===== src/rtl/mandelbrot_pkg.sv =====
// Shared display constants, pixel format and colour helpers for the Mandelbrot display path.
// Default geometry is 640x480@60 from a 64x48 source upscaled 10x.
package mandelbrot_pkg;

    localparam int unsigned H_ACT   = 640;
    localparam int unsigned H_FP    = 16;
    localparam int unsigned H_SYNC  = 96;
    localparam int unsigned H_BP    = 48;
    localparam int unsigned V_ACT   = 480;
    localparam int unsigned V_FP    = 10;
    localparam int unsigned V_SYNC  = 2;
    localparam int unsigned V_BP    = 33;
    localparam int unsigned H_TOTAL = H_ACT + H_FP + H_SYNC + H_BP;
    localparam int unsigned V_TOTAL = V_ACT + V_FP + V_SYNC + V_BP;

    localparam int unsigned SRC_W = 64;
    localparam int unsigned SRC_H = 48;
    localparam int unsigned SCALE = 10;
    localparam int unsigned AW    = $clog2(SRC_W * SRC_H);

    // Raster counter width, enough for H_TOTAL and V_TOTAL.
    localparam int unsigned CNT_W = 10;

    localparam int unsigned RGB_R_LSB = 6;
    localparam int unsigned RGB_G_LSB = 3;
    localparam int unsigned RGB_B_LSB = 0;

    typedef struct packed {
        logic [2:0] r;
        logic [2:0] g;
        logic [2:0] b;
    } rgb333_t;

    function automatic logic [7:0] expand3to8(input logic [2:0] c);
        return {c, c, c[2:1]};
    endfunction

endpackage


===== src/rtl/fb_scanout_if.sv =====
// Frame-store read port, buffer swap handshake and VGA pins of the scanout block.
interface fb_scanout_if #(
    parameter int unsigned AW = mandelbrot_pkg::AW
);
    logic          rd_en;
    logic [AW:0]   rd_addr;
    logic [8:0]    rd_data;
    logic          swap_req;
    logic          swap_ack;
    logic          front_buf;
    logic          frame_start;
    logic          vga_hs;
    logic          vga_vs;
    logic          vga_blank_n;
    logic [7:0]    vga_r;
    logic [7:0]    vga_g;
    logic [7:0]    vga_b;

    modport master (
        output rd_en, rd_addr, swap_ack, front_buf, frame_start,
        output vga_hs, vga_vs, vga_blank_n, vga_r, vga_g, vga_b,
        input  rd_data, swap_req
    );

    modport slave (
        input  rd_en, rd_addr, swap_ack, front_buf, frame_start,
        input  vga_hs, vga_vs, vga_blank_n, vga_r, vga_g, vga_b,
        output rd_data, swap_req
    );

endinterface


===== src/rtl/vga_timing_gen.sv =====
// Raster counters and undelayed sync/active flags; also exposes next-state counters
// so the fetch stage can run one pixel ahead.
module vga_timing_gen
    import mandelbrot_pkg::*;
#(
    parameter int unsigned H_ACT  = mandelbrot_pkg::H_ACT,
    parameter int unsigned H_FP   = mandelbrot_pkg::H_FP,
    parameter int unsigned H_SYNC = mandelbrot_pkg::H_SYNC,
    parameter int unsigned H_BP   = mandelbrot_pkg::H_BP,
    parameter int unsigned V_ACT  = mandelbrot_pkg::V_ACT,
    parameter int unsigned V_FP   = mandelbrot_pkg::V_FP,
    parameter int unsigned V_SYNC = mandelbrot_pkg::V_SYNC,
    parameter int unsigned V_BP   = mandelbrot_pkg::V_BP
) (
    input  logic             clk_in,
    input  logic             reset,
    output logic [CNT_W-1:0] h_cnt,
    output logic [CNT_W-1:0] v_cnt,
    output logic [CNT_W-1:0] h_nxt,
    output logic [CNT_W-1:0] v_nxt,
    output logic             active,
    output logic             hs_raw,
    output logic             vs_raw,
    output logic             frame_start
);

    localparam logic [CNT_W-1:0] HActC  = CNT_W'(H_ACT);
    localparam logic [CNT_W-1:0] HsBeg  = CNT_W'(H_ACT + H_FP);
    localparam logic [CNT_W-1:0] HsEnd  = CNT_W'(H_ACT + H_FP + H_SYNC);
    localparam logic [CNT_W-1:0] HLast  = CNT_W'(H_ACT + H_FP + H_SYNC + H_BP - 1);
    localparam logic [CNT_W-1:0] VActC  = CNT_W'(V_ACT);
    localparam logic [CNT_W-1:0] VsBeg  = CNT_W'(V_ACT + V_FP);
    localparam logic [CNT_W-1:0] VsEnd  = CNT_W'(V_ACT + V_FP + V_SYNC);
    localparam logic [CNT_W-1:0] VLast  = CNT_W'(V_ACT + V_FP + V_SYNC + V_BP - 1);

    logic [CNT_W-1:0] h_q, v_q;
    logic             fs_q;

    always_comb begin
        h_nxt = h_q + 1'b1;
        v_nxt = v_q;
        if (h_q == HLast) begin
            h_nxt = '0;
            v_nxt = (v_q == VLast) ? '0 : v_q + 1'b1;
        end
    end

    always_ff @(posedge clk_in) begin
        if (reset) begin
            h_q  <= '0;
            v_q  <= '0;
            fs_q <= 1'b0;
        end else begin
            h_q  <= h_nxt;
            v_q  <= v_nxt;
            fs_q <= (h_nxt == '0) && (v_nxt == '0);
        end
    end

    assign h_cnt       = h_q;
    assign v_cnt       = v_q;
    assign frame_start = fs_q;
    assign active      = (h_q < HActC) && (v_q < VActC);
    assign hs_raw      = !((h_q >= HsBeg) && (h_q < HsEnd));
    assign vs_raw      = !((v_q >= VsBeg) && (v_q < VsEnd));

endmodule


===== src/rtl/fb_scanout.sv =====
// Read side of the double-buffered frame store: fetches, upscales and drives the VGA DAC,
// granting buffer swaps only on the first front-porch line.
module fb_scanout
    import mandelbrot_pkg::*;
#(
    parameter int unsigned SRC_W  = mandelbrot_pkg::SRC_W,
    parameter int unsigned SRC_H  = mandelbrot_pkg::SRC_H,
    parameter int unsigned SCALE  = mandelbrot_pkg::SCALE,
    parameter int unsigned H_ACT  = mandelbrot_pkg::H_ACT,
    parameter int unsigned H_FP   = mandelbrot_pkg::H_FP,
    parameter int unsigned H_SYNC = mandelbrot_pkg::H_SYNC,
    parameter int unsigned H_BP   = mandelbrot_pkg::H_BP,
    parameter int unsigned V_ACT  = mandelbrot_pkg::V_ACT,
    parameter int unsigned V_FP   = mandelbrot_pkg::V_FP,
    parameter int unsigned V_SYNC = mandelbrot_pkg::V_SYNC,
    parameter int unsigned V_BP   = mandelbrot_pkg::V_BP,
    parameter int unsigned AW     = mandelbrot_pkg::AW
) (
    input  logic         clk_in,
    input  logic         reset,
    fb_scanout_if.master bus
);

    localparam int unsigned XW = $clog2(SRC_W);
    localparam int unsigned YW = $clog2(SRC_H);
    localparam int unsigned SW = $clog2(SCALE);
    localparam logic [SW-1:0]    SubLast = SW'(SCALE - 1);
    localparam logic [CNT_W-1:0] HActC   = CNT_W'(H_ACT);
    localparam logic [CNT_W-1:0] VActC   = CNT_W'(V_ACT);
    localparam logic [CNT_W-1:0] HLast   = CNT_W'(H_ACT + H_FP + H_SYNC + H_BP - 1);

    logic [CNT_W-1:0] h_cnt, v_cnt, h_nxt, v_nxt;
    logic             active, hs_raw, vs_raw, frame_start;

    vga_timing_gen #(
        .H_ACT(H_ACT), .H_FP(H_FP), .H_SYNC(H_SYNC), .H_BP(H_BP),
        .V_ACT(V_ACT), .V_FP(V_FP), .V_SYNC(V_SYNC), .V_BP(V_BP)
    ) u_timing (
        .clk_in     (clk_in),
        .reset      (reset),
        .h_cnt      (h_cnt),
        .v_cnt      (v_cnt),
        .h_nxt      (h_nxt),
        .v_nxt      (v_nxt),
        .active     (active),
        .hs_raw     (hs_raw),
        .vs_raw     (vs_raw),
        .frame_start(frame_start)
    );

    logic [SW-1:0] h_sub_q, h_sub_d, v_sub_q, v_sub_d;
    logic [XW-1:0] x_src_q, x_src_d;
    logic [YW-1:0] y_src_q, y_src_d;
    logic [AW-1:0] word_addr;
    logic          active_nxt, fetch, swap_now;
    logic          rd_en_q, rd_valid_q, front_buf_q, swap_ack_q;
    logic [AW:0]   rd_addr_q;
    logic [8:0]    hold_q;
    rgb333_t       pix;
    logic          active_d1, hs_d1, vs_d1, blank_n_q, hs_q, vs_q;
    logic [7:0]    r_q, g_q, b_q;

    // Sub-counters track the current raster position; their _d values describe the next one.
    always_comb begin
        h_sub_d = h_sub_q;
        x_src_d = x_src_q;
        v_sub_d = v_sub_q;
        y_src_d = y_src_q;
        if (h_cnt == HActC) begin
            h_sub_d = '0;
            x_src_d = '0;
        end else if (active) begin
            h_sub_d = (h_sub_q == SubLast) ? '0 : h_sub_q + 1'b1;
            if (h_sub_q == SubLast) x_src_d = x_src_q + 1'b1;
        end
        if (v_cnt == VActC) begin
            v_sub_d = '0;
            y_src_d = '0;
        end else if ((v_cnt < VActC) && (h_cnt == HLast)) begin
            v_sub_d = (v_sub_q == SubLast) ? '0 : v_sub_q + 1'b1;
            if (v_sub_q == SubLast) y_src_d = y_src_q + 1'b1;
        end
    end

    // Reads are issued one pixel ahead so RAM latency plus the output register give 2 cycles.
    // After reset the (0,0) read was never issued, so fetch the first word one pixel late.
    always_comb begin
        active_nxt = (h_nxt < HActC) && (v_nxt < VActC);
        fetch      = active_nxt && ((h_sub_d == '0) ||
                     ((h_cnt == '0) && (v_cnt == '0) && !rd_en_q));
        word_addr  = AW'(y_src_d) * AW'(SRC_W) + AW'(x_src_d);
        swap_now   = (h_cnt == '0) && (v_cnt == VActC) && bus.swap_req;
        pix        = rgb333_t'(rd_valid_q ? bus.rd_data : hold_q);
    end

    always_ff @(posedge clk_in) begin
        if (reset) begin
            h_sub_q     <= '0;
            x_src_q     <= '0;
            v_sub_q     <= '0;
            y_src_q     <= '0;
            rd_en_q     <= 1'b0;
            rd_addr_q   <= '0;
            rd_valid_q  <= 1'b0;
            hold_q      <= '0;
            front_buf_q <= 1'b0;
            swap_ack_q  <= 1'b0;
            active_d1   <= 1'b0;
            hs_d1       <= 1'b1;
            vs_d1       <= 1'b1;
            blank_n_q   <= 1'b0;
            hs_q        <= 1'b1;
            vs_q        <= 1'b1;
            r_q         <= '0;
            g_q         <= '0;
            b_q         <= '0;
        end else begin
            h_sub_q    <= h_sub_d;
            x_src_q    <= x_src_d;
            v_sub_q    <= v_sub_d;
            y_src_q    <= y_src_d;
            rd_en_q    <= fetch;
            if (fetch) rd_addr_q <= {front_buf_q, word_addr};
            rd_valid_q <= rd_en_q;
            if (rd_valid_q) hold_q <= bus.rd_data;
            swap_ack_q <= swap_now;
            if (swap_now) front_buf_q <= ~front_buf_q;
            active_d1  <= active;
            hs_d1      <= hs_raw;
            vs_d1      <= vs_raw;
            blank_n_q  <= active_d1;
            hs_q       <= hs_d1;
            vs_q       <= vs_d1;
            r_q        <= active_d1 ? expand3to8(pix.r) : 8'h00;
            g_q        <= active_d1 ? expand3to8(pix.g) : 8'h00;
            b_q        <= active_d1 ? expand3to8(pix.b) : 8'h00;
        end
    end

    assign bus.rd_en       = rd_en_q;
    assign bus.rd_addr     = rd_addr_q;
    assign bus.swap_ack    = swap_ack_q;
    assign bus.front_buf   = front_buf_q;
    assign bus.frame_start = frame_start;
    assign bus.vga_hs      = hs_q;
    assign bus.vga_vs      = vs_q;
    assign bus.vga_blank_n = blank_n_q;
    assign bus.vga_r       = r_q;
    assign bus.vga_g       = g_q;
    assign bus.vga_b       = b_q;

endmodule


===== src/flat_wrapper.sv =====
// flat-port wrapper written by rule: the top's interface ports become plain ports
module fb_scanout_flat import mandelbrot_pkg::*;
#(
    parameter int unsigned SRC_W  = mandelbrot_pkg::SRC_W,
    parameter int unsigned SRC_H  = mandelbrot_pkg::SRC_H,
    parameter int unsigned SCALE  = mandelbrot_pkg::SCALE,
    parameter int unsigned H_ACT  = mandelbrot_pkg::H_ACT,
    parameter int unsigned H_FP   = mandelbrot_pkg::H_FP,
    parameter int unsigned H_SYNC = mandelbrot_pkg::H_SYNC,
    parameter int unsigned H_BP   = mandelbrot_pkg::H_BP,
    parameter int unsigned V_ACT  = mandelbrot_pkg::V_ACT,
    parameter int unsigned V_FP   = mandelbrot_pkg::V_FP,
    parameter int unsigned V_SYNC = mandelbrot_pkg::V_SYNC,
    parameter int unsigned V_BP   = mandelbrot_pkg::V_BP,
    parameter int unsigned AW     = mandelbrot_pkg::AW
)
  (clk_in, reset, bus_rd_en, bus_rd_addr, bus_swap_ack, bus_front_buf, bus_frame_start, bus_vga_hs, bus_vga_vs, bus_vga_blank_n, bus_vga_r, bus_vga_g, bus_vga_b, bus_rd_data, bus_swap_req);
  fb_scanout_if #(.AW(AW)) bus_i ();
  input  logic clk_in;
  input  logic reset;
  output wire logic [$bits(bus_i.rd_en)-1:0] bus_rd_en;
  output wire logic [$bits(bus_i.rd_addr)-1:0] bus_rd_addr;
  output wire logic [$bits(bus_i.swap_ack)-1:0] bus_swap_ack;
  output wire logic [$bits(bus_i.front_buf)-1:0] bus_front_buf;
  output wire logic [$bits(bus_i.frame_start)-1:0] bus_frame_start;
  output wire logic [$bits(bus_i.vga_hs)-1:0] bus_vga_hs;
  output wire logic [$bits(bus_i.vga_vs)-1:0] bus_vga_vs;
  output wire logic [$bits(bus_i.vga_blank_n)-1:0] bus_vga_blank_n;
  output wire logic [$bits(bus_i.vga_r)-1:0] bus_vga_r;
  output wire logic [$bits(bus_i.vga_g)-1:0] bus_vga_g;
  output wire logic [$bits(bus_i.vga_b)-1:0] bus_vga_b;
  input wire logic [$bits(bus_i.rd_data)-1:0] bus_rd_data;
  input wire logic [$bits(bus_i.swap_req)-1:0] bus_swap_req;
  assign bus_rd_en = bus_i.rd_en;
  assign bus_rd_addr = bus_i.rd_addr;
  assign bus_swap_ack = bus_i.swap_ack;
  assign bus_front_buf = bus_i.front_buf;
  assign bus_frame_start = bus_i.frame_start;
  assign bus_vga_hs = bus_i.vga_hs;
  assign bus_vga_vs = bus_i.vga_vs;
  assign bus_vga_blank_n = bus_i.vga_blank_n;
  assign bus_vga_r = bus_i.vga_r;
  assign bus_vga_g = bus_i.vga_g;
  assign bus_vga_b = bus_i.vga_b;
  assign bus_i.rd_data = bus_rd_data;
  assign bus_i.swap_req = bus_swap_req;
  fb_scanout #(.SRC_W(SRC_W), .SRC_H(SRC_H), .SCALE(SCALE), .H_ACT(H_ACT), .H_FP(H_FP), .H_SYNC(H_SYNC), .H_BP(H_BP), .V_ACT(V_ACT), .V_FP(V_FP), .V_SYNC(V_SYNC), .V_BP(V_BP), .AW(AW)) u_core (.clk_in(clk_in), .reset(reset), .bus(bus_i));
endmodule

===== config.mk =====
export PLATFORM = sky130hd
export DESIGN_NAME = fb_scanout_flat
export DESIGN_NICKNAME = d
export VERILOG_FILES = /design/src/rtl/mandelbrot_pkg.sv /design/src/rtl/fb_scanout_if.sv /design/src/rtl/vga_timing_gen.sv /design/src/rtl/fb_scanout.sv /design/src/flat_wrapper.sv
export SDC_FILE = /design/constraint.sdc
export NUM_CORES = 1
export LEC_CHECK = 0
export BUFFER_PORTS_ARGS = -buffer_cell sky130_fd_sc_hd__buf_2
export CORE_ASPECT_RATIO = 1.75
export CORE_MARGIN = 5
export CORE_UTILIZATION = 50
export DETAILED_ROUTE_END_ITERATION = 12
export PLACE_DENSITY = 0.71
export REMOVE_ABC_BUFFERS = 1
export SETUP_SLACK_MARGIN = 0.02
export SLEW_MARGIN = 20
export SYNTH_ARGS = -nofsm -noshare
export SYNTH_HDL_FRONTEND = slang
export SYNTH_SLANG_ARGS = --single-unit

===== constraint.sdc =====
create_clock -name clk_in -period 3.9 [get_ports clk_in]
set_input_delay 0.39 -clock clk_in [delete_from_list [all_inputs] [get_ports clk_in]]
set_output_delay 0.39 -clock clk_in [all_outputs]
set_load 0.005 [all_outputs]

==> results_dict.tcl <==
set metrics [dict create \
    clk_path_buf_depth 2 \
    synth.area.top_cells "dfxtp_1 43%, nor2_1 4.4%, nor2b_1 3.6%" \
    cts_hold_buf 0 \
    syn_inst 408 \
    slew_violations 0 \
    p_leak_nw 1.76 \
    cts_made_buffers 9 \
    power_frac_comb 0.051 \
    grt_first_pass_wirelength_mm 13.0 \
    fin_crit_ps 2640 \
    rsz0062_at_grt "false" \
    viasPerCell 5.51 \
    worstPathArrival_ps 2870 \
    ys_ff_latch 82 \
    slowest_delay_ps 440 \
    async_reset_ff_frac 0 \
    insertion_delay_ps 330 \
    internal_power_w 0.00138 \
    p_total_w 0.00176 \
    fin_ws_ps 1260 \
    post_cts_resized 0 \
    dp_hpwl_mm 5.74 \
    post-route-util 0.568 \
    cp_max_fo 14 \
    switchingPower_w 0.000375 \
    ir_worst_vdd_mv 0.285 \
    die_area_um2 9510 \
    netlist.area_leader.share 0.432 \
    synth_top_area_cell "dfxtp_1" \
    synthTopCellsByCount "82 x dfxtp_1, 45 x nor2_1, 22 x nor2b_1" \
    critPathSlowestCell "dfxtp_1" \
    met1_length_mm 3.10 \
    setup_viol 0 \
    ctsHtreeMaxLevel 3 \
    port_buffers 55 \
    ys.warnings.count 0 \
    die_w_um 75.9 \
    synth_flop_cell "dfxtp_1" \
    antenna_found_initial 0 \
    period_share 0.677 \
    end_kind "flip-flop" \
    cts_tree "yes" \
    wirelength_mm 7.91 \
    clk_pin_slew_ps 60 \
    pre_cts_slack_ps 1280 \
    row_count 42 \
    grt_max_degree 30 \
    start_kind "flip-flop" \
    max_freq_mhz 379 \
    swShare 0.214 \
    fin_worst_skew_ps 6.14 \
    top_layer "met4" \
    wl_met2_mm 4.17 \
    crit_chain "nand4b_2, nor4_1, mux2_2, or3b_1, o211a_4, mux2_4" \
    hold_viol 0 \
    hold_class "input port to flip-flop" \
    die_y_um 125 \
    gp_congestion 0.958 \
    syn_to_final_growth_pct 12.3 \
    fillers 689 \
    ant_nets 0 \
    slew_headroom 0.558 \
    status "completed" \
    maxCapViolCount 0 \
    met3WireLength_um 415 \
    synth_cell_types 54 \
    wire_per_inst_um 14.9 \
    postSynthAreaPerCell_um2 9.31 \
    synth_edf_count 0 \
    pwr-share-clk 0.456 \
    ys_seq_area_frac 0.432 \
    start_util 0.506 \
    crit_type "flip-flop to flip-flop" \
    ios 56 \
    drc 0 \
    drive_gt1_frac 0.214 \
    seq_power_share 0.493 \
    design.core.area_um2 7510 \
    vias 2924 \
    cts.sinks 82 \
    grt_pass1_vias 2830 \
    drt_iter0_drc 183 \
    worstMarginPinSlew_ps 658 \
    yosysMostFrequentCell "dfxtp_1" \
    fin_setup_tns_ps 0 \
    p_per_area_nw_per_um2 412 \
    grt_overflow_total 0 \
    post_cts.repair.setup_buffers 0 \
    required_ps 4130 \
    track_usage 0.167 \
    nets 459 \
    diodes 0 \
    synth_area_um2 3800 \
    firstDrtPassIters 4 \
    cts-root-buf "clkbuf_16" \
]
==> through the flow <==
stage / std cells / hold WS, ps / cell area, um^2
3_3_place_gp: 517 / 392 / 3980
5_1_grt: 531 / 331 / 4270
2_1_floorplan: 371 / 389 / 3580
4_1_cts: 531 / 315 / 4270
6_report: 531 / 320 / 4270
3_5_place_dp: 517 / 395 / 3980
==> routing by layer <==
layer  track usage  up-vias
li1              -     1449
met5             0        -
met3        0.0475       17
met4        0.0849        0
met2         0.299       91
met1         0.172     1367
==> cell type report <==
type | count | area (um^2) | share of cell area
Sequential cell | 82 | 1640 | 0.385
Tap cell | 88 | 110 | 0.0258
Clock buffer | 9 | 225 | 0.0528
Inverter | 8 | 30.0 | 0.00704
Multi-Input combinational cell | 281 | 1900 | 0.446
Timing Repair Buffer | 58 | 298 | 0.0698
Clock inverter | 5 | 57.6 | 0.0135
==> sequential cells by signal, summed over array words and instances (netlist names), 3 cells and up <==
signal                 cells
u_core.h_sub_q             4
u_core.bus.vga_g           3
u_core.v_sub_q             4
u_core.hold_q              9
u_core.y_src_q             6
u_core.bus.vga_b           3
u_core.u_timing.h_cnt     10
u_core.bus.vga_r           3
u_core.x_src_q             6
u_core.bus.rd_addr        13
u_core.u_timing.v_cnt     10
==> kinds of logic after synthesis <==
logic type,Yosys count,synth area share
DFF,82,0.432
xor gates and xnor gates,28,0.0645
AOI/OAI and AO/OA,37,0.0639
and+or+nand+nor,182,0.266
buffers and inverters,45,0.0668
adders and majority gates,7,0.0230
muxes,27,0.0836
==> worst max-delay path: cells and delay by family, from the launching register on <==
kind               cells  cell delay (ps)
DFF                    1              440
AOI/OAI and AO/OA      1              330
and+or+nand+nor        3             1040
muxes                  2              720
==> power by group through the flow <==
| stage | clock, W | combinational (W) | sequential (W) |
|---|---|---|---|
| after floorplan | 0 | 0.0000568 | 0.000883 |
| after global placement | 0 | 0.0000904 | 0.000885 |
| after detailed placement | 0 | 0.0000919 | 0.000886 |
| after CTS | 0.000821 | 0.0000922 | 0.000867 |
| after global routing | 0.000851 | 0.0000991 | 0.000869 |
| final | 0.000802 | 0.0000897 | 0.000867 |
==> cells in the final DEF, fill, tap and decap left out, drive strengths merged, types with 2 or more instances in the layout <==
cell type  synthesis  layout
dfxtp             82      82
buf               26      58
nor2              45      45
nor2b             22      22
nor3              18      18
nand4             18      18
nand2             17      17
xnor2             14      14
xor2              14      14
mux2              14      14
mux2i             13      13
a21oi             12      12
nand3             11      11
and2              11      11
nor4              11      11
o21ai             10      10
clkbuf            11       9
inv                8       8
ha                 7       7
and3               5       5
nand2b             5       5
nor3b              4       4
clkinv             0       4
or2                3       3
and4               2       2
o211ai             2       2
nor4b              2       2
nand4b             2       2
or4                2       2
==> worst paths after layout <==
path / startpoint / endpoint / slack [ps] / cells past startpoint
setup reg to reg: u_core.u_timing.h_cnt[7] / u_core.bus.rd_addr[4] / 1260 / 6
hold reg to reg: u_core.vs_d1 / u_core.bus.vga_vs / 410 / 1
hold / removal: bus_rd_data[0] / u_core.hold_q[0] / 320 / 3
setup / recovery: u_core.u_timing.h_cnt[7] / u_core.bus.rd_addr[4] / 1260 / 6
No activity file was read; power rests on OpenSTA's default activity.
